### src/rtl/sc_randgen_if.sv
// Command/result bundle between the front-end control FSM (master) and the
// pseudo-random generator (slave).
interface sc_randgen_if #(
  parameter int WIDTH = 8
);
  logic             SC_RANDGEN_loadseed_InLow;
  logic             SC_RANDGEN_loadrand_InLow;
  logic [WIDTH-1:0] SC_RANDGEN_seed_InBUS;
  logic [WIDTH-1:0] SC_RANDGEN_data_OutBUS;
  logic             SC_RANDGEN_valid_OutHigh;
  logic             SC_RANDGEN_busy_OutHigh;
  logic             SC_RANDGEN_zeroseed_OutHigh;

  modport master (
    output SC_RANDGEN_loadseed_InLow, SC_RANDGEN_loadrand_InLow, SC_RANDGEN_seed_InBUS,
    input  SC_RANDGEN_data_OutBUS, SC_RANDGEN_valid_OutHigh,
           SC_RANDGEN_busy_OutHigh, SC_RANDGEN_zeroseed_OutHigh
  );

  modport slave (
    input  SC_RANDGEN_loadseed_InLow, SC_RANDGEN_loadrand_InLow, SC_RANDGEN_seed_InBUS,
    output SC_RANDGEN_data_OutBUS, SC_RANDGEN_valid_OutHigh,
           SC_RANDGEN_busy_OutHigh, SC_RANDGEN_zeroseed_OutHigh
  );
endinterface

### src/rtl/sc_randgen.sv
// Galois-LFSR random word generator answering active-low seed/rand pulses;
// a rand request shifts STEPS times and then publishes one word with a strobe.
module sc_randgen #(
  parameter int               WIDTH        = 8,
  parameter logic [WIDTH-1:0] TAPS         = 8'hB8,
  parameter logic [WIDTH-1:0] SEED_DEFAULT = 8'h01,
  parameter int               STEPS        = 8
) (
  input  logic          SC_RANDGEN_CLOCK_50,
  input  logic          SC_RANDGEN_RESET_InLow,
  sc_randgen_if.slave   bus
);

  typedef enum logic [1:0] {IDLE, SEED, SHIFT, PRESENT} state_t;

  state_t           state, state_nxt;
  logic [WIDTH-1:0] lfsr;
  logic [WIDTH-1:0] seed_q;
  logic [WIDTH-1:0] data;
  logic [7:0]       cnt;
  logic             valid;
  logic             zeroseed;

  function automatic logic [WIDTH-1:0] lfsr_step(input logic [WIDTH-1:0] x);
    return x[0] ? ((x >> 1) ^ TAPS) : (x >> 1);
  endfunction

  always_ff @(posedge SC_RANDGEN_CLOCK_50 or negedge SC_RANDGEN_RESET_InLow) begin
    if (!SC_RANDGEN_RESET_InLow) state <= IDLE;
    else                         state <= state_nxt;
  end

  // NOTE: state_nxt gets a default before the case so no path leaves it unassigned (no latch).
  always_comb begin
    state_nxt = IDLE;
    case (state)
      IDLE: begin
        if (!bus.SC_RANDGEN_loadseed_InLow)      state_nxt = SEED;
        else if (!bus.SC_RANDGEN_loadrand_InLow) state_nxt = SHIFT;
        else                                     state_nxt = IDLE;
      end
      SEED:    state_nxt = IDLE;
      SHIFT:   state_nxt = (cnt == 8'(STEPS - 1)) ? PRESENT : SHIFT;
      PRESENT: state_nxt = IDLE;
      default: state_nxt = IDLE;
    endcase
  end

  // NOTE: registered state uses non-blocking assignments so every flop samples pre-edge values.
  always_ff @(posedge SC_RANDGEN_CLOCK_50 or negedge SC_RANDGEN_RESET_InLow) begin
    if (!SC_RANDGEN_RESET_InLow) begin
      lfsr     <= SEED_DEFAULT;
      seed_q   <= '0;
      data     <= '0;
      cnt      <= '0;
      valid    <= 1'b0;
      zeroseed <= 1'b0;
    end else begin
      valid <= 1'b0;
      case (state)
        IDLE: begin
          if (!bus.SC_RANDGEN_loadseed_InLow)      seed_q <= bus.SC_RANDGEN_seed_InBUS;
          else if (!bus.SC_RANDGEN_loadrand_InLow) cnt    <= '0;
        end
        SEED: begin
          // A zero seed would lock the LFSR at zero forever, so substitute the default.
          if (seed_q != '0) begin
            lfsr     <= seed_q;
            zeroseed <= 1'b0;
          end else begin
            lfsr     <= SEED_DEFAULT;
            zeroseed <= 1'b1;
          end
        end
        SHIFT: begin
          lfsr <= lfsr_step(lfsr);
          cnt  <= cnt + 8'd1;
        end
        PRESENT: begin
          data  <= lfsr;
          valid <= 1'b1;
        end
        default: ;
      endcase
    end
  end

  assign bus.SC_RANDGEN_data_OutBUS      = data;
  assign bus.SC_RANDGEN_valid_OutHigh    = valid;
  assign bus.SC_RANDGEN_busy_OutHigh     = (state != IDLE);
  assign bus.SC_RANDGEN_zeroseed_OutHigh = zeroseed;

endmodule

### src/flat_wrapper.sv
// flat-port wrapper written by rule: the top's interface ports become plain ports
module sc_randgen_flat 
#(
  parameter int               WIDTH        = 8,
  parameter logic [WIDTH-1:0] TAPS         = 8'hB8,
  parameter logic [WIDTH-1:0] SEED_DEFAULT = 8'h01,
  parameter int               STEPS        = 8
)
  (SC_RANDGEN_CLOCK_50, SC_RANDGEN_RESET_InLow, bus_SC_RANDGEN_loadseed_InLow, bus_SC_RANDGEN_loadrand_InLow, bus_SC_RANDGEN_seed_InBUS, bus_SC_RANDGEN_data_OutBUS, bus_SC_RANDGEN_valid_OutHigh, bus_SC_RANDGEN_busy_OutHigh, bus_SC_RANDGEN_zeroseed_OutHigh);
  sc_randgen_if #(.WIDTH(WIDTH)) bus_i ();
  input  logic SC_RANDGEN_CLOCK_50;
  input  logic SC_RANDGEN_RESET_InLow;
  input wire logic [$bits(bus_i.SC_RANDGEN_loadseed_InLow)-1:0] bus_SC_RANDGEN_loadseed_InLow;
  input wire logic [$bits(bus_i.SC_RANDGEN_loadrand_InLow)-1:0] bus_SC_RANDGEN_loadrand_InLow;
  input wire logic [$bits(bus_i.SC_RANDGEN_seed_InBUS)-1:0] bus_SC_RANDGEN_seed_InBUS;
  output wire logic [$bits(bus_i.SC_RANDGEN_data_OutBUS)-1:0] bus_SC_RANDGEN_data_OutBUS;
  output wire logic [$bits(bus_i.SC_RANDGEN_valid_OutHigh)-1:0] bus_SC_RANDGEN_valid_OutHigh;
  output wire logic [$bits(bus_i.SC_RANDGEN_busy_OutHigh)-1:0] bus_SC_RANDGEN_busy_OutHigh;
  output wire logic [$bits(bus_i.SC_RANDGEN_zeroseed_OutHigh)-1:0] bus_SC_RANDGEN_zeroseed_OutHigh;
  assign bus_i.SC_RANDGEN_loadseed_InLow = bus_SC_RANDGEN_loadseed_InLow;
  assign bus_i.SC_RANDGEN_loadrand_InLow = bus_SC_RANDGEN_loadrand_InLow;
  assign bus_i.SC_RANDGEN_seed_InBUS = bus_SC_RANDGEN_seed_InBUS;
  assign bus_SC_RANDGEN_data_OutBUS = bus_i.SC_RANDGEN_data_OutBUS;
  assign bus_SC_RANDGEN_valid_OutHigh = bus_i.SC_RANDGEN_valid_OutHigh;
  assign bus_SC_RANDGEN_busy_OutHigh = bus_i.SC_RANDGEN_busy_OutHigh;
  assign bus_SC_RANDGEN_zeroseed_OutHigh = bus_i.SC_RANDGEN_zeroseed_OutHigh;
  sc_randgen #(.WIDTH(WIDTH), .TAPS(TAPS), .SEED_DEFAULT(SEED_DEFAULT), .STEPS(STEPS)) u_core (.SC_RANDGEN_CLOCK_50(SC_RANDGEN_CLOCK_50), .SC_RANDGEN_RESET_InLow(SC_RANDGEN_RESET_InLow), .bus(bus_i));
endmodule
### config.mk
export PLATFORM = sky130hd
export DESIGN_NAME = sc_randgen_flat
export DESIGN_NICKNAME = d
export VERILOG_FILES = /design/src/rtl/sc_randgen_if.sv /design/src/rtl/sc_randgen.sv /design/src/flat_wrapper.sv
export SDC_FILE = /design/constraint.sdc
export NUM_CORES = 1
export LEC_CHECK = 0
export CAP_MARGIN = 20
export CORE_ASPECT_RATIO = 2
export CORE_MARGIN = 10
export CORE_UTILIZATION = 48
export DETAILED_ROUTE_END_ITERATION = 12
export PLACE_DENSITY = 0.8
export SLEW_MARGIN = 25
export SYNTH_ARGS = -nofsm -noshare
export SYNTH_HDL_FRONTEND = slang
export SYNTH_SLANG_ARGS = --single-unit
### constraint.sdc
create_clock -name SC_RANDGEN_CLOCK_50 -period 1.45 [get_ports SC_RANDGEN_CLOCK_50]
set_input_delay 0.2175 -clock SC_RANDGEN_CLOCK_50 [delete_from_list [all_inputs] [get_ports SC_RANDGEN_CLOCK_50]]
set_output_delay 0.2175 -clock SC_RANDGEN_CLOCK_50 [all_outputs]
set_load 0.02 [all_outputs]
# Word level (Yosys, flattened, before mapping)
# Cells that the tools add are included.
[totals]
reg_bits = 36
output_inout_bits = 11
wordCells = 36
[classes]
addsub = 1
eq_ne = 6
mux = 12
n_bitwise = 2
n_reduce_logical = 8
[op_table]
columns = ["cell", "n"]
rows = [
  ["two-way mux 8 bit", 4],
  ["case mux 8 bit (2 select lines)", 2],
  ["adder 8 x 1 -> 8 bit (second input constant)", 1],
  ["equality test 8 x 3 -> 1 bit (second input constant)", 1],
  ["nonzero test 8 bit", 1],
  ["case mux 2 bit (3 select lines)", 1],
  ["nonzero test 2 bit", 3],
  ["equality test 2 bit (second input constant)", 2],
  ["two-way mux 2 bit", 2],
  ["inequality test 2 bit (second input constant)", 2],
  ["inverter 3 -> 4 bit", 1],
  ["two-way mux 1 bit", 3],
  ["AND reduction 3 bit", 1],
  ["equality test 2 x 1 -> 1 bit (second input constant)", 1],
  ["zero test 2 bit", 1],
  ["AND reduction 2 bit", 1],
  ["OR reduction 2 bit", 1],
  ["inverter 1 bit", 1],
]

# Depth between registers and ports, before layout
# Gate-level depths: netlist of run 1.
[logic_depth]
ltp_word = 3
depth_mapped = 7
ltp_nobuf = 6

# Worst setup path before layout of run 1
# No wires, ideal clock.
[synth_path]
path_kind = "register to register"
from = "register u_core.state[0]"
to = "register u_core.seed_q[0]"
setup_time_ns = 0.125
arrival_time_ns = 1.471
required_time_ns = 1.325
path_slack_ns = -0.146
path_stages_with_launch = 6
synth_period_minus_slack_ns = 1.596
path_cell_list = "dfrtp_1 > inv_1 > ha_1 > inv_1 > nor2_2 > mux2_2"
[synth_between]
elab_chain_len = 2
[synth_rtl]
columns = ["element", "line", "source"]
rows = [
  ["from (decl)", "sc_randgen.sv:16", "state_t state, state_nxt;"],
  ["from (signal assigned)", "sc_randgen.sv:30", "else state <= state_nxt;"],
  ["zero test 2 bit", "sc_randgen.sv:60", "case (state)"],
  ["AND reduction 2 bit (no line)", "n/a", ""],
  ["to (signal assigned)", "sc_randgen.sv:62", "if (!bus.SC_RANDGEN_loadseed_InLow) seed_q <= bus.SC_RANDGEN_seed_InBUS;"],
  ["to (decl)", "sc_randgen.sv:18", "logic [WIDTH-1:0] seed_q;"],
]
# No other way between the ends.
# A chain may end at the register's enable or synchronous reset.

# Worst setup path in the final report of run 1
[layout_path]
from = "register u_core.state[0]"
to = "register u_core.cnt[5]"
[layout_between]
elab_chain_len = 3
[layout_rtl]
columns = ["element", "line", "source"]
rows = [
  ["equality test 2 bit / zero test 2 bit (equally long branches)", "sc_randgen.sv:60", ""],
  ["nonzero test 2 bit (no line) / inequality test 2 bit (equally long branches)", "n/a", ""],
  ["AND reduction 3 bit (no line)", "n/a", ""],
  ["to (signal assigned)", "sc_randgen.sv:77", "cnt <= cnt + 8'd1;"],
  ["to (decl)", "sc_randgen.sv:20", "logic [7:0] cnt;"],
]
# Parallel ways exist; a longest one is shown, timed or not.

==> flow_metrics.tcl, run 1 <==
set metrics [dict create \
    status "complete, but fails checks" \
    violations "negative setup slack" \
    post-place-cells 206 \
    ir_drop_mv 1.012 \
    skew_ps 5.139 \
    cts_buffers 5 \
    synth.most_common_cell "dfrtp_1" \
    antennaDiodeCount 0 \
    syn_area_mm2 0.001665 \
    yosys_register_bits 36 \
    relSlewSlack 0.8323 \
    place_area_mm2 0.002074 \
    pre_cts_ws_ps -218.5 \
    grt_pass1_wl_mm 6.486 \
    period_share 1.087 \
    synth_flop_cell "dfrtp_1" \
    arrival_ps 1790 \
    crit_fanout 4 \
    io_pins 23 \
    nFillCells 247 \
    vias_per_cell 5.570 \
    async_flop_share 1.000 \
    dieArea_mm2 0.006368 \
    synth_edf_count 0 \
    synthDistinctLibCells 31 \
    synth-compound-area-share 0.07062 \
    reg2reg_slack_ps -130 \
    htreeDepth 2 \
    ff2ff_path_depth 6 \
    fin_crit_ps 1576 \
    cts_buffer_depth 2 \
    port_buffers 22 \
    core_mm2 0.003378 \
    antenna_found_initial 0 \
    fmax_mhz 634.5 \
    die_h_um 103.3 \
    area.sequential_um2 902.1 \
    die_w_um 61.65 \
    routabilityCongestion 0.8350 \
    drc 0 \
    dpl.hpwl_mm 2.787 \
    clkSinkCount 36 \
    cts-root-buf "clkbuf_8" \
    num_rows 30 \
    hold_viol 0 \
    grt_pass1_vias 1349 \
    synth_top_area_frac 0.5259 \
    finalNonFillerCells 221 \
    min_path_type "in2async" \
    worstPathRequired_ps 1660 \
    synth-adder-area-share 0.05259 \
    reg2reg_to "u_core.cnt[5]" \
    ant_nets 0 \
    timing.final.ws_setup_ps -126.0 \
    slew_violations 0 \
    r2r_start "u_core.state[0]" \
    dr.pass1.iters 4 \
    synthSimpleGateAreaFrac 0.1104 \
    leakagePower_nw 1.059 \
    end_kind "flip-flop" \
    synth_area_leaders "dfrtp_1 (53%), mux2_2 (14%), ha_1 (5.3%)" \
    wire_per_inst_um 18.03 \
    setup_viol 13 \
    cts_tree "built" \
    yosysWarningCount 0 \
    nets 208 \
    crit_type "reg2reg" \
    startpoint "u_core.state[0]" \
    overflow 0 \
    clkLatencyLatePin_ps 280 \
    yosysSeqAreaShare 0.5417 \
    synth_xor_area_frac 0.02630 \
    initial_core_util 0.4930 \
    cap_violations 0 \
    postSynthAreaPerCell_um2 11.81 \
    multiInputGateArea_um2 864.6 \
    synth_common_cells "dfrtp_1 (35), mux2_2 (21), nor2_1 (11), a21oi_1 (10)" \
    drive_gt1_frac 0.3968 \
    cp-start-kind "flip-flop" \
    pwr_density_cell_mw_per_mm2 1579 \
    first_iter_violations 53 \
    grt_max_degree 37 \
    hold_buffers 0 \
    worst_slew_pin_slew_ps 251.6 \
    syn-num-nets 160 \
    synthMuxAreaShare 0.1721 \
    rsz0062_at_grt "yes" \
    wirelength_mm 3.985 \
    synth_top_area_cell "dfrtp_1" \
    syn_inst 141 \
    grt.total_usage 0.1394 \
    path_clk_slew_ps 70 \
    synth_top_family_by_area "multiplexers" \
    fin_area_mm2 0.002354 \
    areaGrowthSynthToFinish_pct 41.32 \
    vias 1231 \
]
==> per-stage QoR <==
stage                 util  hold WS (ps)  TNS, ps  total power [mW]
floorplan                -        -78.09   -37.42             2.375
global placement    0.6141         493.7   -880.1             2.904
detailed placement  0.6141         498.1    -1877             2.969
CTS                 0.6581         305.3   -850.7             3.648
global route        0.6967         301.2    -2380             3.958
finish              0.6967         297.8    -1277             3.717
==> where the power goes <==
group | total [mW] | leakage (nW) | switching (mW) | internal [mW]
clock | 0.658 | 0.0410 | 0.332 | 0.326
combinational | 1.42 | 0.577 | 0.625 | 0.792
sequential | 1.64 | 0.441 | 0.292 | 1.35
total | 3.72 | 1.06 | 1.25 | 2.47
==> layer usage <==
metal | up-vias | wire (um) | global-route usage | share of wire
met5 | - | 0 | 0 | 0
met1 | 613 | 1390 | 0.1335 | 0.35
met4 | 0 | 102 | 0.07093 | 0.026
li1 | 583 | - | - | -
met3 | 8 | 176 | 0.05379 | 0.044
met2 | 27 | 2315 | 0.2446 | 0.58
==> sequential cells by signal, indices dropped and copies added, names as in the netlist <==
register                                cells
u_core.cnt                                  8
u_core.state                                2
u_core.seed_q                               8
u_core.bus.SC_RANDGEN_zeroseed_OutHigh      1
u_core.bus.SC_RANDGEN_data_OutBUS           8
u_core.bus.SC_RANDGEN_valid_OutHigh         1
u_core.lfsr                                 8
==> cell type report <==
cell class                      count  share of cell area
Inverter                            6            0.009569
Timing Repair Buffer               46              0.1898
Clock inverter                      1            0.002127
Tap cell                           32             0.01701
Clock buffer                        6             0.03083
Sequential cell                    36              0.3833
Multi-Input combinational cell     94              0.3674
==> worst max-delay path, stage by stage, from the launching register on <==
cell,delay (ps)
dfrtp_1,400
inv_2,110
ha_4,160
nand3b_1,130
a21o_1,250
or3_1,320
a21oi_1,130
==> kinds of logic (layout without fill, tap and decap cells) <==
group                      after synthesis  after routing
DFF                                     36             36
and+or+nand+nor                         35             35
muxes                                   26             26
AOI/OAI and AO/OA                       21             21
buffers and inverters                   11             59
adders and majority gates                7              7
xor gates and xnor gates                 5              5
==> worst max path at each step <==
| stage | to | cells after the start |
|---|---|---|
| 6_report | u_core.cnt[5] | 6 |
| 3_5_place_dp | u_core.cnt[7] | 5 |
| 2_1_floorplan | u_core.cnt[7] | 6 |
| 5_1_grt | u_core.cnt[5] | 6 |
| 3_3_place_gp | u_core.cnt[7] | 5 |
| 4_1_cts | u_core.cnt[6] | 6 |
==> what timing repair did <==
action,in CTS,in global routing
buffers inserted,4,4
pin swaps,6,8
gates cloned,0,1
setup endpoints to repair,26,27
endpoints found under the hold margin,0,0
gates resized for setup,26,23
==> placed cells by master (no fill, tap or decap), types with 5 or more instances in the layout <==
master and n:
buf_4 19, clkdlybuf4s50_1 11, clkbuf_8 5, dlygate4sd2_1 9, a21oi_1 8, nor2_1 7
mux2i_1 5, dfrtp_1 35, mux2_2 13, mux2_4 8
(Power assumes the default switching activity.)
==> run 2, diff against run 1 <==
--- a/config.mk
+++ b/config.mk
@@ -10,7 +10,7 @@
 export CORE_MARGIN = 10
 export CORE_UTILIZATION = 48
 export DETAILED_ROUTE_END_ITERATION = 12
-export PLACE_DENSITY = 0.8
+export PLACE_DENSITY = 0.75
 export SLEW_MARGIN = 25
 export SYNTH_ARGS = -nofsm -noshare
 export SYNTH_HDL_FRONTEND = slang
==> run 2 against run 1 <==
  * The run still ends with negative setup slack left
  * Cell count down 3.2%
  * Global-route usage fell by 1.1 points
  * Largest power group unchanged
  * Sequential power is essentially flat
  * Maximum frequency grew 0.98%
  * Worst hold slack worse by 8.6 ps
  * Die area stayed put
  * Via count fell by 2.6%
  * Clock power about the same
  * Register-to-register slack improved by 20 ps
  * Critical path depth rose by 1
  * Core utilization decreased by 4.2 points
==> flow_metrics.tcl, run 2 (synthesis results as in run 1) <==
set metrics [dict create \
    fmax_mhz 640.7 \
    grt_pass1_wl_mm 5.968 \
    internal_power_mw 2.369 \
    first_iter_violations 32 \
    dpl.hpwl_mm 2.798 \
    grt_use_met3 0.04401 \
    drive_gt1_frac 0.3187 \
    routabilityCongestion 0.8313 \
    r2r_start "u_core.state[0]" \
    clockPowerShare 0.185 \
    critPathMaxStageDelay_ps 390 \
    die_h_um 103.3 \
    worstPathRequired_ps 1620 \
    io_pins 23 \
    gr-max-usage-layer "met2" \
    wire_per_inst_um 17.37 \
    vias_per_cell 5.603 \
    crit_type "reg2reg" \
    relSlewSlack 0.8371 \
    path_clk_slew_ps 70 \
    violations "negative setup slack" \
    end_kind "flip-flop" \
    antenna_found_initial 0 \
    overflow 0 \
    fin_area_mm2 0.002211 \
    min_path_type "in2async" \
    combPwrFrac 0.356 \
    period_share 1.076 \
    cp.buffers_inverters 2 \
    mostFrequentLayoutCells "dfrtp_1 (35), buf_4 (14), mux2_2 (13)" \
    cap_violations 0 \
    cts_buffers 5 \
    clkLatencyLatePin_ps 290 \
    clkSinkCount 36 \
    initial_core_util 0.4930 \
    cp-start-kind "flip-flop" \
    grt.total_usage 0.1280 \
    startpoint "u_core.state[0]" \
    htreeDepth 2 \
    grt_pass1_vias 1321 \
    rsz0062_at_grt "yes" \
    antennaDiodeCount 0 \
    hold_viol 0 \
    areaGrowthSynthToFinish_pct 32.76 \
    p_switching_mw 1.186 \
    pwr_density_cell_mw_per_mm2 1608 \
    nets 201 \
    ant_nets 0 \
    worstPathCellList "inv_2, ha_4, nand3b_1, a21o_1, buf_4, o21ai_0, a21oi_1" \
    ir_drop_mv 1.421 \
    place_area_mm2 0.002052 \
    core_mm2 0.003378 \
    sw_frac_of_total 0.3337 \
    met2_usage 0.2319 \
    cts_buffer_depth 2 \
    worst_slew_pin_slew_ps 244.3 \
    leakagePower_nw 0.9917 \
    timing.final.ws_setup_ps -110.7 \
    slew_violations 0 \
    num_rows 30 \
    drc 0 \
    port_buffers 22 \
    dieArea_mm2 0.006368 \
    vias 1199 \
    wirelength_mm 3.718 \
    cts-root-buf "clkbuf_8" \
    fin_crit_ps 1561 \
    power_frac_seq 0.459 \
    met1_usage 0.1149 \
    setup_viol 11 \
    status "complete, but fails checks" \
    crit_fanout 5 \
    mostFrequentLayoutCell "dfrtp_1" \
    slowest_stage "dfrtp_1" \
    die_w_um 61.65 \
    hold_buffers 0 \
    holdWs_ps 289.2 \
    cts_tree "built" \
    grt_max_degree 37 \
    arrival_ps 1730 \
    skew_ps 8.794 \
    path_delay_family "compound AO/OA/AOI/OAI gates" \
    dr.pass1.iters 4 \
]
-- run 2: worst reg2reg max path, cell delays in order (launching register included) --
cell and delay, ps:
dfrtp_1 390, inv_2 110, ha_4 160, nand3b_1 120
a21o_1 240, buf_4 150, o21ai_0 190, a21oi_1 90
-- run 2: worst paths after layout --
kind                                                               end  slack, ps  depth (start not counted)
setup reg to reg                                         u_core.cnt[7]       -110                          7
hold / removal                     u_core.bus.SC_RANDGEN_valid_OutHigh        290                          2
max in group asynchronous                               u_core.lfsr[0]        900                          2
setup / recovery                                         u_core.cnt[7]       -110                          7
hold reg to reg                   u_core.bus.SC_RANDGEN_data_OutBUS[3]        500                          1
min in group SC_RANDGEN_CLOCK_50  u_core.bus.SC_RANDGEN_data_OutBUS[3]        500                          1
-- run 2: what timing repair did --
item,CTS,global route
cloned,0,0
endpoints found under the setup margin,25,17
resized for setup,23,7
pin swaps,5,4
buffers inserted,2,2
-- run 2: per-layer routing --
metal  wire length (um)  vias to the layer above
met5                  0                        -
met4                126                        0
met3                142                       11
met2               2150                       21
met1               1298                      603
li1                   -                      564
-- run 2: final cells by class --
cell class / instances / area (um^2)
tap: 32 / 40.04
fill: 277 / 1167
multi-input combinational: 94 / 809.5
clock inverter: 1 / 5.005
inverter: 6 / 22.52
sequential: 36 / 902.1
timing repair buffer: 39 / 359.1
clock buffer: 6 / 72.57
-- run 2: power by group through the flow --
stage	registers, mW	logic (mW)	clock network, mW
after floorplan	1.69	0.680	0
after global placement	1.63	1.26	0
final	1.63	1.27	0.657
after detailed placement	1.65	1.29	0
after CTS	1.63	1.28	0.677
after global routing	1.68	1.38	0.717
-- run 2: metrics by stage --
step | setup WS, ps | util | total power, mW | TNS (ps) | instances
final | -110.7 | 0.6544 | 3.555 | -733.5 | 214
after global routing | -212.6 | 0.6544 | 3.775 | -1393 | 214
after CTS | -103.1 | 0.6430 | 3.585 | -880.0 | 212
after detailed placement | -193.5 | 0.6074 | 2.942 | -1319 | 203
after global placement | -132.5 | 0.6074 | 2.891 | -1045 | 203
after floorplan | -37.42 | - | 2.375 | -37.42 | 141
==> run 3, diff against run 2 <==
--- a/config.mk
+++ b/config.mk
@@ -10,6 +10,7 @@
 export CORE_MARGIN = 10
 export CORE_UTILIZATION = 48
 export DETAILED_ROUTE_END_ITERATION = 12
+export GPL_TIMING_DRIVEN = 0
 export PLACE_DENSITY = 0.75
 export SLEW_MARGIN = 25
 export SYNTH_ARGS = -nofsm -noshare
==> run 3 against run 2 <==
  * Core utilization increased by 1.5 points
  * Clock power increased by 43%
  * Die area unchanged
  * Non-clock buffer count decreased by 1
  * Design area increased by 2.3%
  * Sequential power about the same
  * Highest routed layer unchanged
  * Sequential share of layout area decreased by 0.90 points
  * Largest power group unchanged
  * The run still ends with negative setup slack left
  * Routed wire length increased by 4.9%
  * Critical path type unchanged
  * Largest cell class unchanged
  * Combinational power about the same
==> flow_metrics.tcl, run 3 (synthesis results as in run 1) <==
set metrics [dict create \
    finalNonFillerCells 214 \
    clkLatencyLatePin_ps 280 \
    cts_buffer_depth 2 \
    cp.buffers_inverters 1 \
    io_pins 23 \
    routabilityCongestion 0.7944 \
    internal_power_mw 2.655 \
    cap_violations 0 \
    grt_pass1_vias 1384 \
    worstSetupEndpoint "u_core.cnt[5]" \
    cp-start-kind "flip-flop" \
    worstPathRequired_ps 1670 \
    end_kind "flip-flop" \
    dpl.hpwl_mm 2.741 \
    wirelength_mm 3.902 \
    min_path_type "in2async" \
    ff2ff_path_depth 6 \
    reg2reg_slack_ps -140 \
    slew_violations 0 \
    period_share 1.097 \
    wire_per_inst_um 18.23 \
    fmax_mhz 628.8 \
    grt.total_usage 0.1362 \
    grt_pass1_wl_mm 6.423 \
    nets 200 \
    cts_tree "built" \
    r2r_start "u_core.state[1]" \
    startpoint "u_core.state[1]" \
    post-place-cells 196 \
    status "complete, but fails checks" \
    cts_buffers 5 \
    cp_num_cells 6 \
    clockPowerShare 0.243 \
    setup_viol 14 \
    vias_per_cell 5.720 \
    die_h_um 103.3 \
    antenna_found_initial 0 \
    combPwrFrac 0.334 \
    worstPathCellList "inv_2, ha_4, nand3b_1, a21o_1, or3_1, a21oi_2" \
    dr.pass1.iters 3 \
    worst_slew_pin_slew_ps 314.8 \
    overflow 0 \
    dieArea_mm2 0.006368 \
    power_frac_seq 0.423 \
    first_iter_violations 35 \
    core_mm2 0.003378 \
    place_area_mm2 0.001986 \
    violations "negative setup slack" \
    antennaDiodeCount 0 \
    rsz0062_at_grt "yes" \
    path_clk_slew_ps 70 \
    clkSinkCount 36 \
    drive_gt1_frac 0.3297 \
    nFillCells 247 \
    crit_type "reg2reg" \
    total_power_mw 3.880 \
    skew_ps 5.916 \
    htreeDepth 2 \
    cts-root-buf "clkbuf_8" \
    num_rows 30 \
    vias 1224 \
    initial_core_util 0.4930 \
    areaGrowthSynthToFinish_pct 35.76 \
    slowest_stage "dfrtp_1" \
    mostFrequentLayoutCell "dfrtp_1" \
    p_switching_mw 1.225 \
    sw_frac_of_total 0.3158 \
    ir_drop_mv 1.443 \
    reg2reg_to "u_core.cnt[5]" \
    mostFrequentLayoutCells "dfrtp_1 (35), mux2_2 (13), nor2_1 (11)" \
    fin_crit_ps 1590 \
    crit_fanout 5 \
    path_delay_family "simple AND/OR/NAND/NOR gates" \
    hold_viol 0 \
    grt_max_degree 26 \
    relSlewSlack 0.7901 \
    leakagePower_nw 1.012 \
    pwr_density_cell_mw_per_mm2 1716 \
    port_buffers 22 \
    ant_nets 0 \
    critPathMaxStageDelay_ps 430 \
    fin_area_mm2 0.002261 \
    arrival_ps 1810 \
    timing.final.ws_setup_ps -140.2 \
    drc 0 \
    die_w_um 61.65 \
]
-- run 3: cell types whose count changed in the layout (fill, tap and decap cells not counted), moves of 2 or more --
cell and change:
a21oi_1 -2, a21oi_2 +2, buf_2 +2, buf_4 -4, clkbuf_8 +2, nor2_1 +2, nor2_2 -2
-- run 3: through the flow --
step / utilization / setup WS, ps / TNS [ps] / hold WS (ps)
after floorplan: - / -37.42 / -37.42 / -78.09
after global placement: 0.5811 / -542.4 / -21100 / 494.6
after detailed placement: 0.5878 / -362.8 / -2545 / 126.6
after CTS: 0.6459 / -125.6 / -378.4 / 357.6
after global routing: 0.6693 / -217.6 / -1984 / 391.3
final: 0.6693 / -140.2 / -1006 / 354.9
-- run 3: area by class of cell --
cell class	instances	area [um^2]	area share
sequential	36	902.1	0.3990
multi-input combinational	94	809.5	0.3581
timing repair buffer	34	329.1	0.1455
clock buffer	7	96.34	0.04261
tap	32	40.04	0.01771
clock inverter	1	30.03	0.01328
buffer	4	28.78	0.01273
inverter	6	25.02	0.01107
-- run 3: how the worst min path moves through the flow --
stage / from / endpoint / cells past startpoint
floorplan: SC_RANDGEN_RESET_InLow / u_core.bus.SC_RANDGEN_data_OutBUS[0] / 0
global placement: u_core.bus.SC_RANDGEN_data_OutBUS[2] / u_core.bus.SC_RANDGEN_data_OutBUS[2] / 1
detailed placement: SC_RANDGEN_RESET_InLow / u_core.cnt[4] / 1
CTS: SC_RANDGEN_RESET_InLow / u_core.cnt[4] / 2
global route: SC_RANDGEN_RESET_InLow / u_core.cnt[4] / 2
finish: SC_RANDGEN_RESET_InLow / u_core.cnt[4] / 2
-- run 3: metal layers --
metal / vias to the layer above / routed length [um] / track usage
li1: 568 / - / -
met1: 617 / 1255 / 0.1132
met2: 25 / 2331 / 0.2566
met3: 14 / 162 / 0.04523
met4: 0 / 153 / 0.08131
met5: - / 0 / 0
-- run 3: power groups by stage --
stage / logic [mW] / registers [mW] / clock network [mW]
2_1_floorplan: 0.680 / 1.69 / 0
3_3_place_gp: 1.22 / 1.61 / 0
3_5_place_dp: 1.27 / 1.63 / 0
4_1_cts: 1.27 / 1.61 / 0.962
5_1_grt: 1.42 / 1.68 / 1.01
6_report: 1.30 / 1.64 / 0.942
-- run 3: what timing repair did --
action | 4_1_cts | 5_1_grt
pin swaps | 5 | 4
gates resized for setup | 22 | 20
buffers inserted | 6 | 4
hold buffers | 1 | 0
gates cloned | 0 | 0
hold endpoints to repair | 11 | 0
endpoints found under the setup margin | 37 | 29
